<file path="src/rtl/zet_bus_arb_pkg.sv">
// rtl/zet_bus_arb_pkg.sv - shared state encodings and byte-lane constants for the bus arbiter
package zet_bus_arb_pkg;

  typedef enum logic [1:0] {
    ST_IDLE = 2'd0,
    ST_BUS1 = 2'd1,
    ST_BUS2 = 2'd2,
    ST_DONE = 2'd3
  } state_e;

  localparam logic [1:0] SEL_LO   = 2'b01;
  localparam logic [1:0] SEL_HI   = 2'b10;
  localparam logic [1:0] SEL_WORD = 2'b11;

endpackage

</file>
<file path="src/rtl/zet_bus_align.sv">
// rtl/zet_bus_align.sv - byte-lane steering for writes and read-data assembly
// Steering side sets up the next bus cycle; merge side decodes the cycle being acknowledged.
module zet_bus_align
  import zet_bus_arb_pkg::*;
(
  input  logic        s_adr0,
  input  logic        s_byte,
  input  logic        s_phase2,
  input  logic [15:0] s_wdat,
  output logic [1:0]  s_sel,
  output logic [15:0] s_dat,
  input  logic        m_adr0,
  input  logic        m_byte,
  input  logic        m_phase2,
  input  logic [15:0] m_dat_i,
  input  logic [7:0]  m_lo,
  output logic [15:0] m_rdat
);

  always_comb begin
    s_sel = SEL_WORD;
    s_dat = s_wdat;
    if (s_byte) begin
      s_sel = s_adr0 ? SEL_HI : SEL_LO;
      s_dat = {s_wdat[7:0], s_wdat[7:0]};
    end else if (s_adr0) begin
      // Odd word: low byte goes out on the high lane first, high byte on the low lane next.
      if (!s_phase2) begin
        s_sel = SEL_HI;
        s_dat = {s_wdat[7:0], 8'h00};
      end else begin
        s_sel = SEL_LO;
        s_dat = {8'h00, s_wdat[15:8]};
      end
    end
  end

  always_comb begin
    m_rdat = m_dat_i;
    if (m_byte) begin
      m_rdat = {8'h00, (m_adr0 ? m_dat_i[15:8] : m_dat_i[7:0])};
    end else if (m_adr0) begin
      m_rdat = m_phase2 ? {m_dat_i[7:0], m_lo} : {8'h00, m_dat_i[15:8]};
    end
  end

endmodule

</file>
<file path="src/rtl/zet_bus_arb.sv">
// rtl/zet_bus_arb.sv - fetch/exec arbiter onto a 16-bit Wishbone master port
// Exec wins ties, a starved fetch goes next, and LOCK keeps the bus (and wb_cyc_o) with exec.
module zet_bus_arb
  import zet_bus_arb_pkg::*;
(
  input  logic        clk,
  input  logic        rst_n,
  input  logic        f_req,
  input  logic [19:0] f_adr,
  input  logic        f_byte,
  output logic [15:0] f_dat,
  output logic        f_ack,
  input  logic        x_req,
  input  logic        x_we,
  input  logic [19:0] x_adr,
  input  logic        x_byte,
  input  logic [15:0] x_wdat,
  input  logic        x_lock,
  output logic [15:0] x_rdat,
  output logic        x_ack,
  output logic        wb_cyc_o,
  output logic        wb_stb_o,
  output logic        wb_we_o,
  output logic [18:0] wb_adr_o,
  output logic [1:0]  wb_sel_o,
  output logic [15:0] wb_dat_o,
  input  logic [15:0] wb_dat_i,
  input  logic        wb_ack_i
);

  state_e      state_q, state_d;
  logic        cyc_q, cyc_d, stb_q, stb_d, wbwe_q, wbwe_d;
  logic [18:0] wbadr_q, wbadr_d;
  logic [1:0]  wbsel_q, wbsel_d;
  logic [15:0] wbdat_q, wbdat_d;
  logic        f_ack_q, f_ack_d, x_ack_q, x_ack_d;
  logic [15:0] f_dat_q, f_dat_d, x_rdat_q, x_rdat_d;
  logic        fpend_q, fpend_d, own_x_q, own_x_d;
  logic [19:0] adr_q, adr_d;
  logic        byte_q, byte_d, we_q, we_d;
  logic [15:0] wdat_q, wdat_d;
  logic [7:0]  lo_q, lo_d;

  logic        grant_f, grant_x, odd_w, fin;
  logic [19:0] win_adr;
  logic        win_byte;
  logic [15:0] win_wdat;
  logic        s_adr0, s_byte, s_phase2;
  logic [15:0] s_wdat, s_dat, m_rdat;
  logic [1:0]  s_sel;

  always_comb begin
    grant_f  = f_req && !x_lock && (fpend_q || !x_req);
    grant_x  = x_req && !grant_f;
    win_adr  = grant_x ? x_adr : f_adr;
    win_byte = grant_x ? x_byte : f_byte;
    win_wdat = grant_x ? x_wdat : 16'h0000;
    odd_w    = !byte_q && adr_q[0];
    fin      = wb_ack_i && (((state_q == ST_BUS1) && !odd_w) ||
                            ((state_q == ST_BUS2) && stb_q));
    if (state_q == ST_IDLE) begin
      s_adr0   = win_adr[0];
      s_byte   = win_byte;
      s_wdat   = win_wdat;
      s_phase2 = 1'b0;
    end else begin
      s_adr0   = adr_q[0];
      s_byte   = byte_q;
      s_wdat   = wdat_q;
      s_phase2 = 1'b1;
    end
  end

  zet_bus_align u_align (
    .s_adr0   (s_adr0),
    .s_byte   (s_byte),
    .s_phase2 (s_phase2),
    .s_wdat   (s_wdat),
    .s_sel    (s_sel),
    .s_dat    (s_dat),
    .m_adr0   (adr_q[0]),
    .m_byte   (byte_q),
    .m_phase2 (state_q == ST_BUS2),
    .m_dat_i  (wb_dat_i),
    .m_lo     (lo_q),
    .m_rdat   (m_rdat)
  );

  always_comb begin
    state_d  = state_q;
    cyc_d    = cyc_q;
    stb_d    = stb_q;
    wbwe_d   = wbwe_q;
    wbadr_d  = wbadr_q;
    wbsel_d  = wbsel_q;
    wbdat_d  = wbdat_q;
    f_ack_d  = 1'b0;
    x_ack_d  = 1'b0;
    f_dat_d  = f_dat_q;
    x_rdat_d = x_rdat_q;
    fpend_d  = fpend_q;
    own_x_d  = own_x_q;
    adr_d    = adr_q;
    byte_d   = byte_q;
    we_d     = we_q;
    wdat_d   = wdat_q;
    lo_d     = lo_q;

    case (state_q)
      ST_IDLE: begin
        if (grant_f || grant_x) begin
          own_x_d = grant_x;
          fpend_d = grant_x && f_req;
          adr_d   = win_adr;
          byte_d  = win_byte;
          we_d    = grant_x && x_we;
          wdat_d  = win_wdat;
          cyc_d   = 1'b1;
          stb_d   = 1'b1;
          wbwe_d  = grant_x && x_we;
          wbadr_d = win_adr[19:1];
          wbsel_d = s_sel;
          wbdat_d = s_dat;
          state_d = ST_BUS1;
        end else begin
          cyc_d = cyc_q && x_lock;
        end
      end
      ST_BUS1: begin
        if (wb_ack_i) begin
          stb_d = 1'b0;
          if (odd_w) begin
            // Address is odd, so +1 always carries into bit 1; 19-bit add wraps 0xFFFFF to 0.
            lo_d    = m_rdat[7:0];
            wbadr_d = adr_q[19:1] + 19'd1;
            wbsel_d = s_sel;
            wbdat_d = s_dat;
            state_d = ST_BUS2;
          end
        end
      end
      ST_BUS2: begin
        if (!stb_q) begin
          stb_d = 1'b1;
        end else if (wb_ack_i) begin
          stb_d = 1'b0;
        end
      end
      ST_DONE: begin
        cyc_d   = own_x_q && x_lock;
        state_d = ST_IDLE;
      end
      default: state_d = ST_IDLE;
    endcase

    if (fin) begin
      state_d = ST_DONE;
      cyc_d   = own_x_q && x_lock;
      wbwe_d  = 1'b0;
      if (own_x_q) begin
        x_ack_d = 1'b1;
        if (!we_q) x_rdat_d = m_rdat;
      end else begin
        f_ack_d = 1'b1;
        if (!we_q) f_dat_d = m_rdat;
      end
    end
  end

  always_ff @(posedge clk or negedge rst_n) begin
    if (!rst_n) begin
      state_q  <= ST_IDLE;
      cyc_q    <= 1'b0;
      stb_q    <= 1'b0;
      wbwe_q   <= 1'b0;
      wbadr_q  <= '0;
      wbsel_q  <= '0;
      wbdat_q  <= '0;
      f_ack_q  <= 1'b0;
      x_ack_q  <= 1'b0;
      f_dat_q  <= '0;
      x_rdat_q <= '0;
      fpend_q  <= 1'b0;
      own_x_q  <= 1'b0;
      adr_q    <= '0;
      byte_q   <= 1'b0;
      we_q     <= 1'b0;
      wdat_q   <= '0;
      lo_q     <= '0;
    end else begin
      state_q  <= state_d;
      cyc_q    <= cyc_d;
      stb_q    <= stb_d;
      wbwe_q   <= wbwe_d;
      wbadr_q  <= wbadr_d;
      wbsel_q  <= wbsel_d;
      wbdat_q  <= wbdat_d;
      f_ack_q  <= f_ack_d;
      x_ack_q  <= x_ack_d;
      f_dat_q  <= f_dat_d;
      x_rdat_q <= x_rdat_d;
      fpend_q  <= fpend_d;
      own_x_q  <= own_x_d;
      adr_q    <= adr_d;
      byte_q   <= byte_d;
      we_q     <= we_d;
      wdat_q   <= wdat_d;
      lo_q     <= lo_d;
    end
  end

  assign wb_cyc_o = cyc_q;
  assign wb_stb_o = stb_q;
  assign wb_we_o  = wbwe_q;
  assign wb_adr_o = wbadr_q;
  assign wb_sel_o = wbsel_q;
  assign wb_dat_o = wbdat_q;
  assign f_ack    = f_ack_q;
  assign x_ack    = x_ack_q;
  assign f_dat    = f_dat_q;
  assign x_rdat   = x_rdat_q;

endmodule

</file>
<file path="config.mk">
export PLATFORM = sky130hd
export DESIGN_NAME = zet_bus_arb
export DESIGN_NICKNAME = d
export VERILOG_FILES = /design/src/rtl/zet_bus_arb_pkg.sv /design/src/rtl/zet_bus_align.sv /design/src/rtl/zet_bus_arb.sv
export SDC_FILE = /design/constraint.sdc
export NUM_CORES = 1
export LEC_CHECK = 0
export ABC_AREA = 0
export BUFFER_PORTS_ARGS = -buffer_cell sky130_fd_sc_hd__buf_2
export CORE_ASPECT_RATIO = 1.5
export CORE_MARGIN = 2
export CORE_UTILIZATION = 37
export CTS_CLUSTER_SIZE = 12
export DETAILED_ROUTE_END_ITERATION = 6
export GPL_ROUTABILITY_DRIVEN = 0
export GPL_TIMING_DRIVEN = 0
export PLACE_DENSITY_LB_ADDON = 0.2
export SYNTH_ARGS = -nofsm -noshare
export SYNTH_HDL_FRONTEND = slang
export SYNTH_HIERARCHICAL = 1
export SYNTH_SLANG_ARGS = --single-unit
</file>
<file path="constraint.sdc">
create_clock -name clk -period 4.7 [get_ports clk]
set_input_delay 0.235 -clock clk [delete_from_list [all_inputs] [get_ports clk]]
set_output_delay 0.235 -clock clk [all_outputs]
set_load 0.01 [all_outputs]
</file>
==> results.toml, run 1 <==
[sta]
setup_ws_ps = 2050
setup_tns_ps = 0
rsz0062_at_grt = "false"
relSlewSlack = 0.607
setup_violations = 0
period_needed_ps = 2650
fmaxAchievable_ghz = 0.377
fin_crit_sh = 0.565
maxSlewViolCount = 0
worst_slew_pin_slew_ps = 590
finClkSkew_ps = 12.9
hold_viol = 0

[grt]
track_usage = 0.191
grt_max_degree = 81
antenna_found_initial = 2
grt_pass1_wl_mm = 27.6
grt_pass1_vias = 5223
overflow = 0

[yosys]
ys.flop_type = "dfrtp_1"
ys_ff_latch = 124
ys_warn_count = 6
synth-seq-area-share = 0.487
netlist_instances = 644
synth-edff-count = 0
yosys.area.top_type_share = 0.487
syn_area_mm2 = 0.00637
syn_nets = 730
async_reset_ff_frac = 1.00
synth_area_leader_cell = "dfrtp_1"
synth.area.top_cells = "dfrtp_1 (49%), nand2_1 (9.8%), mux2_2 (5.7%)"
yosysUniqueCellTypes = 57
syn_area_per_cell_um2 = 9.90

[pwr]
powerDensity_mw_per_mm2 = 712
finalPower_mw = 5.75
p_leak_nw = 4.11
ir_drop_mv = 0.270

[detailed_routing]
vias_per_cell = 4.93
route.detailed.wl_per_inst_um = 16.3
ant_nets = 0
vias = 5140
dr.pass1.iters = 6
totalWireLength_mm = 17.0
drtIter0Drc = 237
drc = 0

[final_layout]
area_growth_pct = 26.7
final_cell_mix = "nand2_1 (167), buf_2 (162), dfrtp_1 (124)"
fin_nets = 905
final_common_cell = "nand2_1"
antenna_cells = 0
drive_above_1_share = 0.321

[critical_path]
max_stage_delay_ps = 410
cp.required_ps = 5050
crit_type = "flop to flop"
endpoint_kind = "flop"
start_kind = "flop"
crit_chain = "inv_1 > ha_1 > buf_2 > clkbuf_1 > nor2_1 > a21oi_1 > nand2b_1 > buf_4 > nand2_1 > o21ai_0 > nand2_1 > nand2_1"
cpMostUsedCell = "nand2_1"
arrival_ps = 3000
cp_max_fo = 10
slowest_stage = "dfrtp_1"

[cts]
insertion_delay_ps = 410
cts_tree = "yes"
postCtsSetupRepairBufs = 0
root_buffer = "clkbuf_16"
cts_htree_levels = 4
cts_buffer_depth = 2
cts_made_buffers = 17
cts.clk_slew.worst_paths_ps = 60
clock_sinks = 124

[hold_path]
hold_class = "input port to flop"

[floorplanning]
initial_core_util = 0.379
die_h_um = 165
die_area_mm2 = 0.0183
rows = 58
fp.dieW_um = 111
io_pins = 155
core_area_mm2 = 0.0168

[place]
detailed_place_hpwl_mm = 12.8
numPortBuffers = 154
dp_slack_ps = 2020

[run_status]
outcome = "finished clean"

[job]
drv_cap = 0
[worst max-delay path: cells and delay by family, from the launching register on]
kind / cells / cell delay, ps
compound gates: 2 / 440
fa+ha+maj: 1 / 170
buf+inv: 4 / 930
flops: 1 / 410
simple gates: 5 / 640
[Yosys cell counts, types with 2 or more instances]
| library cell | n |
|---|---|
| buf_4 | 7 |
| nor4_4 | 2 |
| nor2b_1 | 4 |
| nand2b_1 | 4 |
| nand4_1 | 2 |
| a21oi_1 | 22 |
| nand3_1 | 6 |
| nand3_2 | 2 |
| xnor2_1 | 9 |
| mux2_1 | 10 |
| a2bb2oi_1 | 3 |
| a211oi_1 | 2 |
| o21ai_0 | 56 |
| nor3_1 | 6 |
| nand2_1 | 167 |
| buf_2 | 9 |
| buf_6 | 5 |
| ha_1 | 5 |
| a22o_1 | 12 |
| o221ai_1 | 4 |
| mux2_4 | 10 |
| dfrtp_1 | 124 |
| a21o_1 | 3 |
| o21ai_2 | 3 |
| a31oi_1 | 3 |
| and2b_1 | 6 |
| clkbuf_1 | 10 |
| mux2_2 | 32 |
| nor2_1 | 32 |
| xor2_1 | 6 |
| inv_1 | 23 |
| mux2i_1 | 30 |
[report_power, final]
part | internal, mW | leakage, nW | total (mW) | switching (mW)
combinational | 1.07 | 2.25 | 2.47 | 1.39
sequential | 1.55 | 1.55 | 1.89 | 0.339
clock | 0.915 | 0.311 | 1.40 | 0.482
[cell families (layout without fill, tap and decap cells)]
logic type,Yosys count,in the layout,share of synthesized area
AND/OR/NAND/NOR,245,245,0.178
flip-flops,124,124,0.487
AO/OA/AOI/OAI,117,117,0.113
multiplexers,82,82,0.145
buffers and inverters,56,244,0.0473
XOR/XNOR,15,15,0.0206
adder cells (fa/ha/maj),5,5,0.00982
[layer usage]
layer / vias up / share of wire / routed length [um] / track usage
met5: - / 0.00077 / 13 / 0
met4: 2 / 0.016 / 279 / 0.0651
met3: 20 / 0.046 / 783 / 0.0422
met2: 132 / 0.51 / 8710 / 0.339
met1: 2453 / 0.42 / 7170 / 0.229
li1: 2533 / - / - / -
[path summary, 6_finish.rpt]
kind                                   start            to  slack [ps]  cells after the start
max in group asynchronous              rst_n     wdat_q[0]        3600                      3
worst max-delay path              state_q[1]   wb_dat_o[5]        2050                     12
min in group asynchronous              rst_n     x_rdat[7]         340                      2
worst min-delay path              x_wdat[12]    wdat_q[12]          30                      3
worst min register to register  wb_dat_o[15]  wb_dat_o[15]         470                      2
worst max register to register    state_q[1]   wb_dat_o[5]        2050                     12
[timing repair]
item,CTS,global route
hold endpoints to repair,44,0
hold buffers,1,0
gates resized for setup,0,0
[registers in the layout (all words and copies together), names as in the netlist, 2 cells and up]
| signal | count |
|---|---|
| adr_q | 20 |
| wb_adr_o | 19 |
| f_dat | 16 |
| wb_dat_o | 16 |
| wdat_q | 16 |
| x_rdat | 16 |
| lo_q | 8 |
| state_q | 2 |
| wb_sel_o | 2 |
[layout make-up]
type	instances	area, um^2
inverters	24	90.1
multi-input cells	464	2970
repair buffers	156	815
clock buffers	21	460
well taps	210	263
fillers	1652	8760
flip-flops and latches	124	3100
plain buffers	32	211
clock inverters	11	166
[stage by stage]
stage | utilization | instance area [um^2] | hold WS (ps) | std cells
after floorplan | - | 6370 | -60.6 | 644
after global placement | 0.440 | 7410 | 450 | 1008
after detailed placement | 0.442 | 7440 | 198 | 1009
after CTS | 0.480 | 8080 | 23.5 | 1042
after global routing | 0.480 | 8080 | 24.8 | 1042
final | 0.480 | 8080 | 33.0 | 1042
Note: power is estimated with default switching activity, not from simulation.
==> run 2: changes to the inputs <==
==> constraint.sdc (replaced) <==
create_clock -name clk -period 2.1 [get_ports clk]
set_input_delay 0.105 -clock clk [delete_from_list [all_inputs] [get_ports clk]]
set_output_delay 0.105 -clock clk [all_outputs]
set_load 0.01 [all_outputs]
==> results.toml, run 2 (synthesis results as in run 1) <==
[pwr]
p_sw_frac = 0.382
clkPwrFrac = 0.232
p_comb_frac = 0.454
finalPower_mw = 13.5
p_sw_mw = 5.16
intPower_mw = 8.34
p_seq_frac = 0.314
ir_drop_mv = 0.626
p_leak_nw = 4.35
powerDensity_mw_per_mm2 = 1560

[cts]
cts_tree = "yes"
cts_htree_levels = 4
cts_buffer_depth = 2
cts_made_buffers = 17
clock_sinks = 124
insertion_delay_ps = 410
cts.clk_slew.worst_paths_ps = 60
root_buffer = "clkbuf_16"

[detailed_routing]
ant_nets = 0
vias_per_cell = 4.93
dr.pass1.iters = 4
drtIter0Drc = 210
vias = 5364
route.detailed.wl_per_inst_um = 16.3
totalWireLength_mm = 17.7
drc = 0

[sta]
setup_ws_ps = 82.3
relSlewSlack = 0.605
maxSlewViolCount = 0
setup_violations = 0
fmaxAchievable_ghz = 0.496
fin_crit_sh = 0.961
hold_viol = 0
period_needed_ps = 2020
finClkSkew_ps = 13.0
worst_slew_pin_slew_ps = 593
timing.hold.ws_ps = 11.4

[place]
place_inst = 1009
detailed_place_hpwl_mm = 12.8
numPortBuffers = 154
dp_slack_ps = -527

[floorplanning]
initial_core_util = 0.379
die_area_mm2 = 0.0183
rows = 58
fp.dieW_um = 111
core_area_mm2 = 0.0168
io_pins = 155
die_h_um = 165

[final_layout]
largest_register = "adr_q"
final_common_cell = "nand2_1"
final_cell_mix = "nand2_1 (167), buf_2 (159), dfrtp_1 (124)"
fin_nets = 951
largest_reg_flops = 20
drive_above_1_share = 0.351
area_growth_pct = 35.7
stdcell_count = 1088
antenna_cells = 0

[job]
drv_cap = 0

[grt]
grt_max_degree = 81
track_usage = 0.197
grt_pass1_vias = 5418
overflow = 0
antenna_found_initial = 2
grt_pass1_wl_mm = 28.4

[critical_path]
cp.required_ps = 2390
cp_max_fo = 5
crit_type = "flop to flop"
endpoint_kind = "flop"
arrival_ps = 2310
start_kind = "flop"

[hold_path]
hold_class = "input port to flop"

[run_status]
outcome = "finished clean"
[run 2: changes by cell type in the layout (fill, tap and decap cells not counted), sizes merged]
cell         previous run  this run
inv                    23        24
clkinv                  8         7
dlygate4sd3             1        26
buf                   177       198
[run 2: worst paths after layout]
check,startpoint,to,slack (ps),cells after the start
max,state_q[1],f_dat[13],80,9
min,f_adr[15],adr_q[15],10,3
max reg2reg,state_q[1],f_dat[13],80,9
min reg2reg,wb_dat_o[15],wb_dat_o[15],470,2
max in group asynchronous,rst_n,wdat_q[0],1130,3
min in group asynchronous,rst_n,x_rdat[7],210,2
[run 2: worst max-delay path: stages (launching register included)]
cell and delay, ps:
dfrtp_1 420, inv_2 90, ha_2 210, buf_6 110, nand2_2 50, a21boi_2 180
nor3b_4 210, buf_6 150, buf_4 150, mux2_1 320
[run 2: power groups by stage]
stage	combinational, mW	sequential, mW	clock [mW]
4_1_cts	5.90	4.24	3.19
2_1_floorplan	3.54	4.43	0
6_report	6.13	4.24	3.13
5_1_grt	6.79	4.39	3.29
3_3_place_gp	5.51	4.25	0
3_5_place_dp	5.58	4.27	0
[run 2: area by class of cell]
class                   instances  area, um^2
fillers                      1598        8190
flip-flops and latches        124        3100
multi-input cells             464        3060
repair buffers                202        1230
clock buffers                  21         460
plain buffers                  32         277
well taps                     210         263
clock inverters                11         166
inverters                      24        92.6
[run 2: what timing repair did]
item,in CTS,in global routing
endpoints found under the hold margin,69,0
hold buffers,26,0
gates cloned,1,0
gates resized for setup,24,33
setup buffers,8,12
endpoints found under the setup margin,67,57
pin swaps,0,3
[run 2: layer usage]
metal	wire (um)	global-route usage	vias to the layer above
met5	13	0	-
met1	7190	0.231	2571
li1	-	-	2627
met4	279	0.0651	2
met2	9300	0.355	144
met3	919	0.0470	20
[run 2: through the flow]
step,cell area [um^2],TNS (ps),util
floorplan,6370,0,-
global placement,7410,-115890,0.440
detailed placement,7440,-11860,0.442
CTS,8490,-10.2,0.504
global route,8650,-51.9,0.514
finish,8650,0,0.514
==> run 3: changes to the inputs <==
--- a/config.mk
+++ b/config.mk
@@ -15,6 +15,7 @@
 export GPL_ROUTABILITY_DRIVEN = 0
 export GPL_TIMING_DRIVEN = 0
 export PLACE_DENSITY_LB_ADDON = 0.2
+export REMOVE_ABC_BUFFERS = 1
 export SYNTH_ARGS = -nofsm -noshare
 export SYNTH_HDL_FRONTEND = slang
 export SYNTH_HIERARCHICAL = 1
==> results.toml, run 3 (synthesis results as in run 1) <==
[critical_path]
crit_start = "state_q[1]"
crit_end = "f_dat[6]"
reg2regPathDepth = 8
reg2reg_to = "f_dat[6]"
max_stage_delay_ps = 450
slowest_stage = "dfrtp_2"
crit_type = "flop to flop"
crit_chain = "inv_4 > ha_4 > nand2_2 > a21boi_4 > nor3b_4 > buf_4 > clkbuf_16 > mux2_1"
critPathTopFamily = "flip-flops"
cp.required_ps = 2390
crit_cells = 8
reg2reg_slack_ps = 60
start_kind = "flop"
critical_path_buf_inv_count = 3
endpoint_kind = "flop"
rr_startpoint = "state_q[1]"
cp_max_fo = 8
arrival_ps = 2330

[final_layout]
area_growth_pct = 36.2
final_cell_mix = "nand2_1 (166), buf_2 (153), dfrtp_1 (121)"
largest_register = "adr_q"
drive_above_1_share = 0.355
fin_util = 0.516
largest_reg_flops = 20
final_common_cell = "nand2_1"
fin_nets = 941
antenna_cells = 0

[pwr]
intPower_mw = 8.31
p_sw_mw = 5.27
finalPower_mw = 13.6
clkPwrFrac = 0.215
p_leak_nw = 4.33
powerDensity_mw_per_mm2 = 1560
ir_drop_mv = 0.782
p_comb_frac = 0.469
p_seq_frac = 0.316
p_sw_frac = 0.388

[grt]
grt_pass1_wl_mm = 28.0
track_usage = 0.193
grt_max_degree = 69
overflow = 0
antenna_found_initial = 0
grt_pass1_vias = 5459

[cts]
clock_sinks = 124
cts_htree_levels = 4
cts.clk_slew.worst_paths_ps = 60
cts_buffer_depth = 2
cts_made_buffers = 17
cts_tree = "yes"
root_buffer = "clkbuf_16"
insertion_delay_ps = 410

[floorplanning]
fp.dieW_um = 111
rows = 58
initial_core_util = 0.379
io_pins = 155
core_area_mm2 = 0.0168
die_h_um = 165
die_area_mm2 = 0.0183

[sta]
setup_violations = 0
worst_slew_pin_slew_ps = 559
fin_crit_sh = 0.974
finClkSkew_ps = 9.27
maxSlewViolCount = 0
period_needed_ps = 2040
hold_viol = 0
relSlewSlack = 0.627
fmaxAchievable_ghz = 0.489

[detailed_routing]
route.detailed.wl_per_inst_um = 16.5
drc = 0
vias_per_cell = 5.07
ant_nets = 0
drtIter0Drc = 322
dr.pass1.iters = 5
totalWireLength_mm = 17.7
vias = 5454

[hold_path]
hold_class = "input port to flop"

[place]
detailed_place_hpwl_mm = 11.3
numPortBuffers = 154

[job]
drv_cap = 0

[run_status]
outcome = "finished clean"
==> run 3: power groups by stage <==
| stage | Clock (mW) | Combinational, mW | Sequential, mW |
|---|---|---|---|
| floorplan | 0 | 3.21 | 4.49 |
| global placement | 0 | 5.02 | 4.30 |
| detailed placement | 0 | 5.32 | 4.37 |
| CTS | 2.99 | 5.95 | 4.35 |
| global route | 3.09 | 6.99 | 4.43 |
| finish | 2.92 | 6.37 | 4.28 |
==> run 3: worst min path at each step <==
stage	from	to	slack [ps]	cells past startpoint
after floorplan	rst_n	adr_q[0]	-190	0
after global placement	x_wdat[3]	wdat_q[3]	320	3
after detailed placement	rst_n	x_rdat[13]	120	1
after CTS	f_adr[7]	adr_q[7]	2	3
after global routing	f_adr[9]	adr_q[9]	30	3
final	f_adr[7]	adr_q[7]	10	3
==> run 3: layout make-up <==
cell class | count | area (um^2)
fill | 1550 | 8160
inverter | 24 | 101
tap | 210 | 263
sequential | 124 | 3110
clock buffer | 24 | 502
clock inverter | 6 | 85.1
timing repair buffer | 222 | 1500
multi-input combinational | 466 | 3120
==> run 3: per-layer routing <==
layer  up-vias  share of wire  global-route usage
met1      2662           0.41               0.231
met2       162           0.53               0.348
met4         0          0.012              0.0623
li1       2615              -                   -
met3        15          0.047              0.0422
met5         -              0                   0
==> run 3: worst reg2reg max path, stage by stage, from the launching register on <==
cell and delay [ps]:
dfrtp_2 450, inv_4 100, ha_4 180, nand2_2 90
a21boi_4 240, nor3b_4 230, buf_4 160, clkbuf_16 150
mux2_1 330
==> run 3: through the flow <==
stage / setup WS [ps] / std cells / TNS (ps) / hold slack (ps) / cell area [um^2]
2_1_floorplan: -519 / 612 / -35400 / -191 / 6160
3_3_place_gp: -1760 / 976 / -229920 / 324 / 7200
3_5_place_dp: -1430 / 980 / -111520 / 116 / 7320
4_1_cts: 5.48 / 1056 / 0 / 1.55 / 8450
5_1_grt: -22.7 / 1076 / -153 / 34.6 / 8680
6_report: 55.5 / 1076 / 0 / 11.0 / 8680
==> run 3: timing repair <==
action / 4_1_cts / 5_1_grt
pin swaps: 5 / 6
endpoints found under the hold margin: 82 / 0
hold buffers: 27 / 0
resized for setup: 23 / 17
endpoints found under the setup margin: 124 / 66
buffers inserted: 17 / 19
cloned: 2 / 1
